## src/rtl/atm_session_ctrl.sv

```systemverilog
// atm_session_ctrl: ATM session sequencer between the front panel and the account store.
// Ports: clk/rst (async, active-low); panel side card_in, card_number, pin_valid/pin,
// op_valid/op_code/amount; store side acct_balance, acct_wrong_psw in and
// acct_card_in, acct_card_number, acct_password, acct_op_done, acct_updated_balance out;
// status result_valid, result_balance, err, card_eject, card_retain, busy.
// Optional macro ATM_DAILY_LIMIT_EN enables the per-session withdraw cap (DAILY_LIMIT).
module atm_session_ctrl #(
  parameter int CARD_WIDTH     = 3,
  parameter int PASSWORD_WIDTH = 4,
  parameter int BALANCE_WIDTH  = 20,
  parameter int USERS_NUM      = 7,
  parameter int MAX_TRIES      = 3,
  parameter int TIMEOUT_CYCLES = 1000,
  parameter int DAILY_LIMIT    = 500
) (
  input  logic                      clk,
  input  logic                      rst,
  input  logic                      card_in,
  input  logic [CARD_WIDTH-1:0]     card_number,
  input  logic                      pin_valid,
  input  logic [PASSWORD_WIDTH-1:0] pin,
  input  logic                      op_valid,
  input  logic [1:0]                op_code,
  input  logic [BALANCE_WIDTH-1:0]  amount,
  input  logic [BALANCE_WIDTH-1:0]  acct_balance,
  input  logic                      acct_wrong_psw,
  output logic                      acct_card_in,
  output logic [CARD_WIDTH-1:0]     acct_card_number,
  output logic [PASSWORD_WIDTH-1:0] acct_password,
  output logic                      acct_op_done,
  output logic [BALANCE_WIDTH-1:0]  acct_updated_balance,
  output logic                      result_valid,
  output logic [BALANCE_WIDTH-1:0]  result_balance,
  output logic [1:0]                err,
  output logic                      card_eject,
  output logic                      card_retain,
  output logic                      busy
);
  localparam int TW = $clog2(TIMEOUT_CYCLES + 1);
  localparam int NW = $clog2(MAX_TRIES + 1);
  typedef enum logic [3:0] {
    IDLE, PIN_WAIT, CHECK1, CHECK2, MENU, EXEC, COMMIT, EJECT, RETAIN, WAIT_REMOVE
  } state_t;
  state_t state, nxt;
  logic card_q, rise, gone, timeout, last_try, insuf, over_limit, res_v, commit;
  logic [CARD_WIDTH-1:0] card_id, id_d;
  logic [1:0] op_q, err_d;
  logic [BALANCE_WIDTH-1:0] amt_q, res_b, new_bal;
  logic [BALANCE_WIDTH:0] dep_sum;
  logic [TW-1:0] timer;
  logic [NW-1:0] tries;
`ifdef ATM_DAILY_LIMIT_EN
  logic [BALANCE_WIDTH+1:0] spent, spent_sum;
  assign spent_sum  = spent + {2'b00, amt_q};
  assign over_limit = spent_sum > (BALANCE_WIDTH + 2)'(DAILY_LIMIT);
`else
  assign over_limit = 1'b0;
`endif
  assign rise     = card_in & ~card_q;
  // Level check is enough: every non-IDLE state was entered with the card present.
  assign gone     = (state != IDLE) & ~card_in;
  assign timeout  = timer == TW'(TIMEOUT_CYCLES - 1);
  assign last_try = tries + 1'b1 == NW'(MAX_TRIES);
  // acct_updated_balance doubles as the session shadow balance.
  assign insuf    = amt_q > acct_updated_balance;
  assign dep_sum  = {1'b0, acct_updated_balance} + {1'b0, amt_q};
  assign id_d     = state == IDLE ? card_number : card_id;
  always_comb begin
    nxt     = state;
    res_v   = 1'b0;
    commit  = 1'b0;
    err_d   = err;
    res_b   = result_balance;
    new_bal = acct_updated_balance;
    if (gone) nxt = IDLE;
    else
      case (state)
        IDLE:     nxt = !rise ? IDLE : card_number >= CARD_WIDTH'(USERS_NUM) ? EJECT : PIN_WAIT;
        PIN_WAIT: nxt = pin_valid ? CHECK1 : timeout ? EJECT : PIN_WAIT;
        CHECK1:   nxt = CHECK2;
        CHECK2:   nxt = !acct_wrong_psw ? MENU : last_try ? RETAIN : PIN_WAIT;
        MENU:     nxt = !op_valid ? (timeout ? EJECT : MENU) : op_code == 2'b11 ? EJECT : EXEC;
        EXEC: begin
          // Result and commit strobe are registered on leaving EXEC so both land together.
          res_v   = 1'b1;
          err_d   = op_q == 2'b01 ? (insuf ? 2'b01 : over_limit ? 2'b11 : 2'b00)
                  : op_q == 2'b10 ? {dep_sum[BALANCE_WIDTH], 1'b0} : 2'b00;
          commit  = op_q != 2'b00 && err_d == 2'b00;
          new_bal = op_q == 2'b01 ? acct_updated_balance - amt_q : dep_sum[BALANCE_WIDTH-1:0];
          res_b   = commit ? new_bal : acct_updated_balance;
          nxt     = commit ? COMMIT : MENU;
        end
        COMMIT:         nxt = MENU;
        EJECT, RETAIN:  nxt = WAIT_REMOVE;
        default:        nxt = state;
      endcase
  end
  always_ff @(posedge clk or negedge rst) begin
    if (!rst) begin
      state                <= IDLE;
      card_q               <= 1'b0;
      card_id              <= '0;
      timer                <= '0;
      tries                <= '0;
      op_q                 <= 2'b00;
      amt_q                <= '0;
`ifdef ATM_DAILY_LIMIT_EN
      spent                <= '0;
`endif
      acct_card_in         <= 1'b0;
      acct_card_number     <= '1;
      acct_password        <= '0;
      acct_op_done         <= 1'b0;
      acct_updated_balance <= '0;
      result_valid         <= 1'b0;
      result_balance       <= '0;
      err                  <= 2'b00;
      card_eject           <= 1'b0;
      card_retain          <= 1'b0;
      busy                 <= 1'b0;
    end else begin
      state  <= nxt;
      card_q <= card_in;
      timer  <= (state == PIN_WAIT || state == MENU) && nxt == state ? timer + 1'b1 : '0;
      if (state == IDLE && nxt != IDLE) begin
        card_id <= card_number;
        tries   <= '0;
      end
      if (state == CHECK2 && !gone && acct_wrong_psw) tries <= tries + 1'b1;
      if (state == PIN_WAIT && nxt == CHECK1) acct_password <= pin;
      if (nxt == EXEC) begin
        op_q  <= op_code;
        amt_q <= amount;
      end
`ifdef ATM_DAILY_LIMIT_EN
      if (state == IDLE && nxt != IDLE) spent <= '0;
      else if (commit && op_q == 2'b01) spent <= spent_sum;
`endif
      if (state == CHECK2 && !gone) acct_updated_balance <= acct_balance;
      else if (commit) acct_updated_balance <= new_bal;
      acct_card_in     <= nxt inside {PIN_WAIT, CHECK1, CHECK2, MENU, EXEC, COMMIT};
      acct_card_number <= nxt inside {PIN_WAIT, CHECK1, CHECK2, MENU, EXEC, COMMIT} ? id_d : '1;
      acct_op_done     <= commit;
      result_valid     <= res_v;
      result_balance   <= res_b;
      err              <= err_d;
      card_eject       <= nxt == EJECT;
      card_retain      <= nxt == RETAIN;
      busy             <= nxt != IDLE;
    end
  end
endmodule

```

## config.mk

```make
export PLATFORM = sky130hd
export DESIGN_NAME = atm_session_ctrl
export DESIGN_NICKNAME = d
export VERILOG_FILES = /design/src/rtl/atm_session_ctrl.sv
export SDC_FILE = /design/constraint.sdc
export NUM_CORES = 1
export LEC_CHECK = 0
export ABC_CLOCK_PERIOD_IN_PS = 3600
export BUFFER_PORTS_ARGS = -buffer_cell sky130_fd_sc_hd__clkbuf_2
export CAP_MARGIN = 25
export CORE_UTILIZATION = 30
export CTS_CLUSTER_DIAMETER = 80
export DETAILED_ROUTE_END_ITERATION = 6
export MAX_ROUTING_LAYER = met4
export PLACE_DENSITY = 0.51
export SYNTH_ARGS = -nofsm -noshare
export SYNTH_HDL_FRONTEND = slang
export SYNTH_SLANG_ARGS = --single-unit
```

## constraint.sdc

```tcl
create_clock -name clk -period 3.6 [get_ports clk]
set_clock_uncertainty 0.15 [all_clocks]
set_input_delay 0.72 -clock clk [delete_from_list [all_inputs] [get_ports clk]]
set_output_delay 0.72 -clock clk [all_outputs]
set_load 0.1 [all_outputs]
```

* Yosys cells after proc, flatten, opt, wreduce, memory -nomap -nowiden
Cells that the tools add are included.
** Cells by class
- Add/sub/neg operators :: 4
- Multipliers :: 0
- Divide/modulo/power cells :: 0
- $lt $le $gt $ge :: 2
- Equal/unequal tests :: 23
- Shift-type cells :: 0
- Muxes and demuxes :: 30
- Bitwise logic cells :: 5
- Reduce and logical (&&, ||, !) cells :: 20
** Operator list (number)
- two-way mux 20 bit :: 6
- == test 4 x 3 -> 1 bit (second input constant) :: 8
- one-hot mux 4 bit (8 select lines) :: 1
- adder 20 x 20 -> 21 bit :: 1
- greater-than comparator 20 bit :: 1
- subtractor 20 bit :: 1
- two-way mux 3 bit :: 6
- == test 4 x 2 -> 1 bit (second input constant) :: 4
- two-way mux 2 bit :: 8
- two-way mux 4 bit :: 3
- adder 10 x 1 -> 10 bit (second input constant) :: 1
- == test 10 bit (second input constant) :: 1
- two-way mux 10 bit :: 1
- == test 4 x 1 -> 1 bit (second input constant) :: 2
- == test 4 bit (second input constant) :: 2
- nonzero test 2 bit :: 4
- nonzero test 4 bit :: 2
- == test 2 bit (second input constant) :: 3
- logical AND 1 bit :: 6
- nonzero test 6 bit :: 1
- two-way mux 1 bit :: 5
- == test 4 bit :: 1
- logical NOT 4 bit :: 1
- greater-or-equal comparator 3 bit (second input constant) :: 1
- other kinds (11) :: 14
** Word-level totals
- Register bits after elaboration :: 97
- Bits in latches :: 0
- RAM bits :: 0
- ROM bits :: 0
- Bits of input ports :: 55
- Output and inout port bits :: 55
- Memories :: 0

* Longest topological paths before layout
Gate-level depths: netlist of run 1.
- Word-level depth :: 12
- Mapped depth :: 14
- Gate-level depth less buffers :: 13

* Worst setup path after synthesis of run 1
Ideal clock, no wire load.
- Path type :: reg-to-reg
- From :: register acct_updated_balance[1]
- To :: register amt_q[1]
- Setup time :: 0.127 ns
- Arrival :: 3.732 ns
- Path slack :: -0.410 ns
- Cell stages (with the launch flop) :: 13
- Buffers on the path :: 2
- Path through :: dfrtp_1 -> inv_1 -> fa_1 -> nor2b_1 -> o211ai_1 -> a2111o_1 -> o211a_2 -> a22o_1 -> or3_1 -> buf_6 -> nand4_4 -> buf_6 -> mux2_1
** On the way
- Word-level cells in the longest chain between the ends :: 9
- Elaborated cells on any way between the ends :: 11
** RTL lines
- start: declaration :: RTL line 31 : output logic [BALANCE_WIDTH-1:0] acct_updated_balance,
- start signal: assignment :: RTL line 139 : if (state == CHECK2 && !gone) acct_updated_balance <= acct_balance;
- start signal: assignment :: RTL line 140 : else if (commit) acct_updated_balance <= new_bal;
- adder 20 x 20 -> 21 bit / greater-than comparator 20 bit (equally long branches) :: RTL line 66, 65
- two-way mux 2 bit / two-way mux 1 bit (equally long branches) :: RTL line 87, 86
- two-way mux 2 bit (*) :: RTL line 86 : err_d = op_q == 2'b01 ? (insuf ? 2'b01 : over_limit ? 2'b11 : 2'b00)
- logical NOT 2 bit (*) :: RTL line 88 : commit = op_q != 2'b00 && err_d == 2'b00;
- logical AND 1 bit (*) :: RTL line 88
- two-way mux 2 bit (*) :: RTL line 91 : nxt = commit ? COMMIT : MENU;
- one-hot mux 4 bit (8 select lines) (*) :: RTL line 77 : case (state)
- two-way mux 4 bit (*) :: RTL line 75 : if (gone) nxt = IDLE;
- == test 4 x 3 -> 1 bit (*) :: RTL line 131 : if (nxt == EXEC) begin
- end signal: assignment :: RTL line 133 : amt_q <= amount;
- end: declaration :: RTL line 48 : logic [BALANCE_WIDTH-1:0] amt_q, res_b, new_bal;
Every way passes the cells marked *; elsewhere a longest branch is shown, timed or not.
A chain may end at the register's enable or synchronous reset.

* Final worst setup path of run 1
- From :: register acct_updated_balance[0]
- To :: register amt_q[13]
Same word-level chain as after synthesis.

==> impl_results.md, run 1 <==
* CTS Hold Bufs at 0
* Gr usage total at 18.1%
* Vias post-DR at 5501
* Fmax achieved at 0.290 GHz
* Final net count at 913
* First-pass GRT wire length at 29.5 mm
* Max Root-Sink Buffers at 2
* Synth cell count leaders: dfrtp_1, nor2_1, nand2_1
* RSZ-0062 raised after global routing: true
* EDFF count, synth at 0
* Post-synth top area cell: dfrtp_1
* Port-buffer cells at 109
* Critical path class: register to register
* Die height at 146 µm
* Cells after Synth at 686
* Critical Path Stages at 12
* Number of detailed-route iterations in the first pass at 4
* Worst endpoint required time at 3690 ps
* Post-DP Area at 0.00728 mm²
* Seq/Total Area, Yosys at 38.9%
* CTS tree: done
* Arrival time worst endpoint at 3540 ps
* CTS Buf Count at 9
* Placer Congestion at 0.846
* Final wirelength at 18.6 mm
* Layout cells sized above 1 at 27.1%
* Number of vias per cell at 5.05
* N_diodes at 0
* Reg2Reg Setup Slack at 160 ps
* Hpwl dp at 13.6 mm
* Critical path's top delay family: compound AO/OA/AOI/OAI gates
* Fin crit share at 95.7%
* CP cell instances: inv_2 -> ha_4 -> fa_2 -> nor2b_2 -> o211ai_1 -> a2111o_1 -> o211a_4 -> a22o_1 -> or3_4 -> nand4_4 -> clkbuf_16 -> mux2_4
* Status: complete, no violations
* Count leader, synth: dfrtp_1
* Detailed router's first-iteration violation count at 317
* Max-cap violations at 0
* Clock sink count at 97
* Crit path time final at 3440 ps
* Setup Viol. Count Final at 0
* Slew margin rel. at 59.9%
* H-tree depth at 3
* Hold_ws at 207 ps
* Synth top area share at 37.6%
* Syn_nets at 785
* Mapped Area at 0.00626 mm²
* Ys Warns at 0
* Post-DRT Antenna Nets at 0
* Post-synth ARST share at 100%
* Initial Util at 30.7%
* Number of synthesized register bits at 97
* R2R Path End: amt_q[13]
* Layout area overhead at 24.0%
* Post-route DRC at 0
* Die width at 146 µm
* Worst r2r src: acct_updated_balance[0]
* Grt ovf at 0
* Hold Crit Class: input pin to async pin
* Actual slew at the worst max-slew pin at 602 ps
* CP Launch Type: register
* Die area at 0.0214 mm²
* Largest cells by area after synthesis: dfrtp_1, ha_1, nor2_1, a21oi_1, mux2_1
* Netlist cell types at 70
* Vias in the first global route at 5519
* Worst-path clk slew at 70 ps
* Root buffer cell: clkbuf_16
* Ys flop type: dfrtp_1
* Design Area, Final at 0.00776 mm²
* WP buf/inv at 2
* Final Max Tran Viols at 0
* Antenna violations before repair at 0
* Routed len/inst at 17.1 µm
* Core region area at 0.0204 mm²
* FP Rows at 52
* Syn Area/Cell at 9.12 µm²
* Skew-Pair Late Insertion Delay at 360 ps
* Final hold vios at 0
* Setup TNS at 0 ps
* Crit Path Max Fanout at 6
* Slowest cell delay on critical path at 450 ps
* Crit end category: register
* Worst Reg-to-Reg Cells at 12
* Largest net degree at the start of global routing at 56
* # IOs at 110
* Critical-path top delay cell: a2111o_1
## final cells by class
cell class	count	area [µm²]
fill	2106	12600
multi-input combinational	512	3580
sequential	97	2450
timing repair buffer	149	925
tap	270	338
clock buffer	11	253
inverter	45	169
clock inverter	5	45.0
## metal layers
metal | part of all wire [%] | vias to the layer above | routed length, µm | track usage [%]
li1 | - | 2677 | - | -
met1 | 47 | 2693 | 8830 | 23.7
met2 | 47 | 114 | 8820 | 28.6
met3 | 4.0 | 17 | 749 | 3.69
met4 | 1.2 | 0 | 219 | 4.22
met5 | 0 | - | 0 | -
## worst max-delay path by stage
stage,start,end,slack [ps]
floorplan,acct_updated_balance[0],amt_q[1],0.8
global placement,acct_updated_balance[0],acct_password[1],120
detailed placement,acct_updated_balance[0],acct_password[0],60
CTS,acct_updated_balance[0],amt_q[8],20
global route,acct_updated_balance[0],amt_q[11],-8
finish,acct_updated_balance[0],amt_q[13],160
## flip-flops by register name (all words and copies together), names as in the netlist, 3 cells and up
| name | cells |
|---|---|
| card_id | 3 |
| timer | 10 |
| acct_password | 4 |
| state | 4 |
| result_balance | 20 |
| acct_card_number | 3 |
| acct_updated_balance | 20 |
| amt_q | 20 |
## what timing repair did
| item | in CTS | in global routing |
|---|---|---|
| setup buffers | 0 | 2 |
| endpoints found under the setup margin | 0 | 41 |
| gates resized for setup | 0 | 27 |
| endpoints found under the hold margin | 0 | 0 |
## cell usage in the layout (no fill, tap or decap), types with 4 or more instances in the layout
cell       instances
mux2_1             4
clkbuf_16         11
dfrtp_2            7
and3_1            14
a21oi_1           47
clkbuf_2         108
nand4_1            5
o21a_1             5
o22ai_1           19
nor2_1            71
xnor2_1           19
mux2_2             4
inv_1             42
ha_1              41
a21o_1            12
a31oi_1            6
nand3_1           21
xor2_1             6
o211ai_1           6
nand2b_1           9
mux2_4            21
o21ai_0           45
nor3_1            10
mux2i_1           14
nand2_1           53
buf_4             35
nor2b_1           11
dfrtp_1           85
## through the flow
stage | util [%] | std cells | worst slack [ps]
after floorplan | - | 686 | 0.836
after global placement | 35.7 | 1068 | 116
after detailed placement | 35.7 | 1068 | 56.6
after CTS | 37.2 | 1084 | 22.8
after global routing | 38.1 | 1089 | -8.21
final | 38.1 | 1089 | 156
## cells by family after synthesis
family,synth area share (%)
AOI/OAI and AO/OA,17.6
muxes,7.86
and+or+nand+nor,17.6
buffers and inverters,5.58
xor gates and xnor gates,3.50
DFF,38.9
adders and majority gates,9.04
Power of run 1 is not shown: default switching activity piles up to over one toggle a cycle in this logic, so the estimate is an artifact.
==> inputs of run 2 (changes only) <==
==> constraint.sdc (replaced) <==
create_clock -name clk -period 3.6 [get_ports clk]
set_clock_uncertainty 0.15 [all_clocks]
set_input_delay 0.18 -clock clk [delete_from_list [all_inputs] [get_ports clk]]
set_output_delay 0.18 -clock clk [all_outputs]
set_load 0.1 [all_outputs]
==> run 2 against run 1 <==
Net effect:
- die area unchanged
- core utilization up 1.6 points
- cell area up 4.1%
- final cell count up 4.3%
- worst hold slack worse by 190 ps
==> impl_results.md, run 2 (synthesized netlist as in run 1, its figures left out) <==
* H-tree depth at 3 (unchanged)
* Gr usage total at 18.2% (+0.053 points)
* Root buffer cell: clkbuf_16
* Post-DRT Antenna Nets at 0 (unchanged)
* Initial Util at 30.7% (unchanged)
* Commonest non-fill, non-tap cell in the layout: clkbuf_2
* WP buf/inv at 2 (unchanged)
* CTS Buf Count at 9 (unchanged)
* Number of vias per cell at 4.91 (-2.9%)
* Largest registers: acct_updated_balance: 20 flops, amt_q: 20 flops, result_balance: 20 flops
* Highest Signal Layer: met4
* Die area at 0.0214 mm² (unchanged)
* Met1 WL at 8.64 mm (-2.1%)
* Final hold vios at 0 (unchanged)
* Final wirelength at 18.5 mm (-0.85%)
* Commonest cells after routing, fill and taps aside: clkbuf_2, dfrtp_1, nor2_1, nand2_1
* RSZ-0062 raised after global routing: false
* Fin crit share at 94.2% (-1.5 points)
* Met2 Routed Length at 8.78 mm (-0.45%)
* Status: complete, no violations
* Final net count at 960 (+5.1%)
* Die height at 146 µm (unchanged)
* Detailed router's first-iteration violation count at 311 (-1.9%)
* Hold Crit Class: input pin to register
* Max Root-Sink Buffers at 2 (unchanged)
* Critical path's top delay family: compound AO/OA/AOI/OAI gates
* Placed cell count at 1071 (+0.28%)
* Clock sink count at 97 (unchanged)
* Post-route DRC at 0 (unchanged)
* Worst-path clk slew at 70 ps (about the same)
* Vias post-DR at 5574 (+1.3%)
* Largest net degree at the start of global routing at 65 (+16%)
* Total of fill cells in the finished design at 2084 (-1.0%)
* Slew margin rel. at 43.9% (-16 points)
* N_diodes at 0 (unchanged)
* Fmax achieved at 0.295 GHz (+1.6%)
* Grt ovf at 0 (unchanged)
* Port-buffer cells at 109 (unchanged)
* FP Rows at 52 (unchanged)
* Crit Path Max Fanout at 11 (+5)
* Layout cells sized above 1 at 23.2% (-3.9 points)
* Final std cells w/o fill at 1136 (+4.3%)
* Vias in the first global route at 5615 (+1.7%)
* Final Max Tran Viols at 0 (unchanged)
* Crit path time final at 3390 ps (-53.2 ps)
* CP cell instances: inv_1 -> ha_1 -> fa_2 -> nor2b_1 -> o211ai_1 -> a2111o_1 -> o211a_2 -> a22o_1 -> or3_4 -> nand4_4 -> clkbuf_16 -> mux2_2
* Routed len/inst at 16.2 µm (-5.0%)
* Max-cap violations at 0 (unchanged)
* First-pass GRT wire length at 29.6 mm (+0.59%)
* Actual slew at the worst max-slew pin at 842 ps (+240 ps)
* CTS tree: done
* CP Launch Type: register
* Core region area at 0.0204 mm² (unchanged)
* Placer Congestion at 0.857 (+1.3%)
* Met3 wire length at 774 µm (+3.3%)
* # IOs at 110 (unchanged)
* Layout area overhead at 29.1%
* Slowest cell delay on critical path at 420 ps (-30 ps)
* Worst endpoint required time at 3690 ps (about the same)
* Crit end category: register
* Setup Viol. Count Final at 0 (unchanged)
* Number of detailed-route iterations in the first pass at 4 (unchanged)
* Arrival time worst endpoint at 3480 ps (-60 ps)
* Critical path class: register to register
* Critical-path top delay cell: or3_4
* Skew-Pair Late Insertion Delay at 350 ps (about the same)
* Die width at 146 µm (unchanged)
* Antenna violations before repair at 0 (unchanged)
* Hpwl dp at 13.6 mm (+0.31%)
* Setup TNS at 0 ps (unchanged)
==> run 2: final timing paths <==
check | startpoint | to | slack [ps] | cells past startpoint
max in group asynchronous | rst | acct_card_number[2] | 2130 | 3
worst max register to register | acct_updated_balance[0] | op_q[1] | 210 | 12
worst min-delay path | acct_balance[13] | acct_updated_balance[13] | 20 | 3
min in group asynchronous | rst | amt_q[6] | 330 | 2
worst min register to register | err[1] | err[1] | 320 | 2
worst max-delay path | acct_updated_balance[0] | op_q[1] | 210 | 12
==> run 2: final cells by class <==
type | instances | area (µm²) | area share (%)
tap | 270 | 338 | 4.18
timing repair buffer | 196 | 1360 | 16.9
multi-input combinational | 512 | 3490 | 43.3
clock inverter | 5 | 33.8 | 0.418
clock buffer | 11 | 233 | 2.88
sequential | 97 | 2450 | 30.3
inverter | 45 | 169 | 2.09
==> run 2: layer usage <==
| layer | vias up | global-route usage [%] |
|---|---|---|
| met5 | - | - |
| met4 | 0 | 4.84 |
| met3 | 19 | 2.88 |
| met2 | 115 | 29.2 |
| met1 | 2674 | 23.7 |
| li1 | 2766 | - |
==> run 2: what timing repair did <==
| action | 4_1_cts | 5_1_grt |
|---|---|---|
| endpoints found under the setup margin | 0 | 40 |
| buffers inserted | 0 | 1 |
| endpoints found under the hold margin | 111 | 0 |
| resized for setup | 0 | 5 |
| hold buffers | 47 | 0 |
==> run 2: through the flow <==
step                      setup slack [ps]  utilization [%]  hold slack [ps]  area, µm²
after global routing                  49.2             39.7             16.4       8080
after CTS                             35.0             39.4            0.476       8030
after detailed placement              50.0             35.8              195       7290
after global placement                 112             35.8              195       7290
final                                  209             39.7             19.1       8080
after floorplan                      0.836                -             -266       6270
==> run 2: worst reg2reg max path: stages, from the launching register on <==
cell	delay, ps
dfrtp_4	400
inv_1	40
ha_1	210
fa_2	350
nor2b_1	140
o211ai_1	130
a2111o_1	390
o211a_2	140
a22o_1	230
or3_4	420
nand4_4	140
clkbuf_16	200
mux2_2	340
Power of run 2 is left out for the same reason.
==> inputs of run 3 (changes only) <==
--- a/config.mk
+++ b/config.mk
@@ -12,7 +12,7 @@
 export CTS_CLUSTER_DIAMETER = 80
 export DETAILED_ROUTE_END_ITERATION = 6
 export MAX_ROUTING_LAYER = met4
-export PLACE_DENSITY = 0.51
+export PLACE_DENSITY_LB_ADDON = 0.05
 export SYNTH_ARGS = -nofsm -noshare
 export SYNTH_HDL_FRONTEND = slang
 export SYNTH_SLANG_ARGS = --single-unit
==> run 3 against run 2 <==
Net effect:
- global-route usage up 0.52 points
- final cell count down 0.26%
- non-clock buffer count down 3
- critical path type unchanged
==> impl_results.md, run 3 (synthesized netlist as in run 1, its figures left out) <==
* FP Rows at 52 (unchanged)
* Die height at 146 µm (unchanged)
* Commonest cells after routing, fill and taps aside: clkbuf_2, dfrtp_1, nor2_1, nand2_1, dlygate4sd3_1
* Crit end category: register
* Total of fill cells in the finished design at 2063 (-1.0%)
* Root buffer cell: clkbuf_16
* Placer Congestion at 0.867 (+1.2%)
* Fmax achieved at 0.290 GHz (-1.5%)
* Actual slew at the worst max-slew pin at 642 ps (-200 ps)
* CP Launch Type: register
* Worst Hold Endpoint: tries[1]
* Worst endpoint required time at 3700 ps (about the same)
* Die area at 0.0214 mm² (unchanged)
* Final hold vios at 0 (unchanged)
* Antenna violations before repair at 0 (unchanged)
* Min-Delay Startpoint: acct_wrong_psw
* Layout area overhead at 29.2%
* # IOs at 110 (unchanged)
* CTS tree: done
* Register area at 0.00245 mm² (unchanged)
* Post-CTS setup buffer count at 0 (unchanged)
* Crit Path Max Fanout at 5 (-6)
* Initial Util at 30.7% (unchanged)
* Number of vias per cell at 4.94 (+0.61%)
* R2R Path End: acct_password[2]
* CTS Buf Count at 9 (unchanged)
* Final net count at 957 (-0.31%)
* Fin crit share at 95.7% (+1.5 points)
* Final wirelength at 18.9 mm (+2.3%)
* Post-DRT Antenna Nets at 0 (unchanged)
* Post-route DRC at 0 (unchanged)
* Arrival time worst endpoint at 3550 ps (+70 ps)
* Slew margin rel. at 56.6% (+13 points)
* Max Root-Sink Buffers at 2 (unchanged)
* N_diodes at 0 (unchanged)
* Worst Reg-to-Reg Cells at 13 (+1)
* Met2 Routed Length at 9.29 mm (+5.8%)
* Crit path time final at 3440 ps (+53.1 ps)
* Highest Signal Layer: met4
* H-tree depth at 3 (unchanged)
* Vias post-DR at 5593 (+0.34%)
* Status: complete, no violations
* Worst-path clk slew at 70 ps (about the same)
* Port-buffer cells at 109 (unchanged)
* Met1 WL at 8.72 mm (+1.0%)
* Core region area at 0.0204 mm² (unchanged)
* Hold_ws at 36.7 ps (+17.5 ps)
* Hold Crit Class: input pin to register
* Number of detailed-route iterations in the first pass at 4 (unchanged)
* Routed len/inst at 16.7 µm (+2.6%)
* Hpwl dp at 13.9 mm (+2.3%)
* Vias in the first global route at 5862 (+4.4%)
* Largest registers: acct_updated_balance: 20 flops, amt_q: 20 flops, result_balance: 20 flops
* Critical path class: register to register
* Worst hold path depth at 3 (unchanged)
* Die width at 146 µm (unchanged)
* Largest net degree at the start of global routing at 44 (-32%)
* Commonest non-fill, non-tap cell in the layout: clkbuf_2
* Max-cap violations at 0 (unchanged)
* Fin util at 39.7% (+0.049 points)
* Grt ovf at 0 (unchanged)
* Met3 wire length at 646 µm (-17%)
* Clock sink count at 97 (unchanged)
* Worst r2r src: acct_updated_balance[0]
* First-pass GRT wire length at 30.6 mm (+3.1%)
* Layout cells sized above 1 at 22.6% (-0.61 points)
* Final Max Tran Viols at 0 (unchanged)
* Detailed router's first-iteration violation count at 180 (-42%)
* Skew-Pair Late Insertion Delay at 360 ps (about the same)
* Area of the multi-input gates at 0.00349 mm² (-0.18%)
* Gr usage total at 18.7% (+0.52 points)
* Reg2Reg Setup Slack at 160 ps (-50 ps)
* Setup Viol. Count Final at 0 (unchanged)
-- run 3: cell types whose count changed in the layout (fill, tap and decap cells not counted), sizes merged --
cell,before,now
bufinv,0,1
clkbuf,120,117
dlygate4sd3,47,50
buf,40,35
clkinv,3,2
inv,45,46
clkinvlp,2,3
-- run 3: worst max path at each step --
| stage | start | to | slack, ps | cells past startpoint |
|---|---|---|---|---|
| 3_5_place_dp | acct_updated_balance[0] | acct_password[1] | 20 | 13 |
| 4_1_cts | acct_updated_balance[0] | acct_password[2] | 5 | 13 |
| 3_3_place_gp | acct_updated_balance[0] | acct_password[0] | 110 | 13 |
| 2_1_floorplan | acct_updated_balance[0] | amt_q[1] | 0.8 | 13 |
| 6_report | acct_updated_balance[0] | acct_password[2] | 160 | 13 |
| 5_1_grt | acct_updated_balance[0] | acct_password[2] | -10 | 13 |
-- run 3: layout make-up --
| cell class | instances | share of cell area, % |
|---|---|---|
| clock inverters | 7 | 0.959 |
| flip-flops and latches | 97 | 30.3 |
| repair buffers | 193 | 16.6 |
| inverters | 45 | 2.09 |
| clock buffers | 9 | 2.79 |
| multi-input cells | 512 | 43.1 |
| well taps | 270 | 4.18 |
-- run 3: timing repair --
item	in CTS	in global routing
hold buffers	50	0
endpoints found under the hold margin	93	0
gates resized for setup	0	3
setup endpoints to repair	0	45
-- run 3: layer usage --
metal,global-route usage [%],vias to the layer above
li1,-,2758
met1,23.2,2719
met2,31.1,102
met3,2.81,14
met4,6.09,0
met5,-,-
-- run 3: critical path, cell delays in order (launching register included) --
cell and delay, ps:
dfrtp_4 420, inv_1 40, ha_1 210, fa_2 360, nor2b_2 130, o211ai_1 140, a2111o_1 390, o211a_2 150
a22o_1 230, or3_4 410, buf_4 170, nand2_4 60, nand3_4 110, mux2_4 340
-- run 3: metrics by stage --
step	TNS (ps)	area [µm²]	setup WS, ps	std cells
global placement	0	7270	108	1067
floorplan	0	6270	0.836	686
CTS	0	8080	4.70	1133
detailed placement	0	7270	19.0	1067
finish	0	8090	156	1133
global route	-32.0	8090	-12.8	1133
Power of run 3 is left out for the same reason.
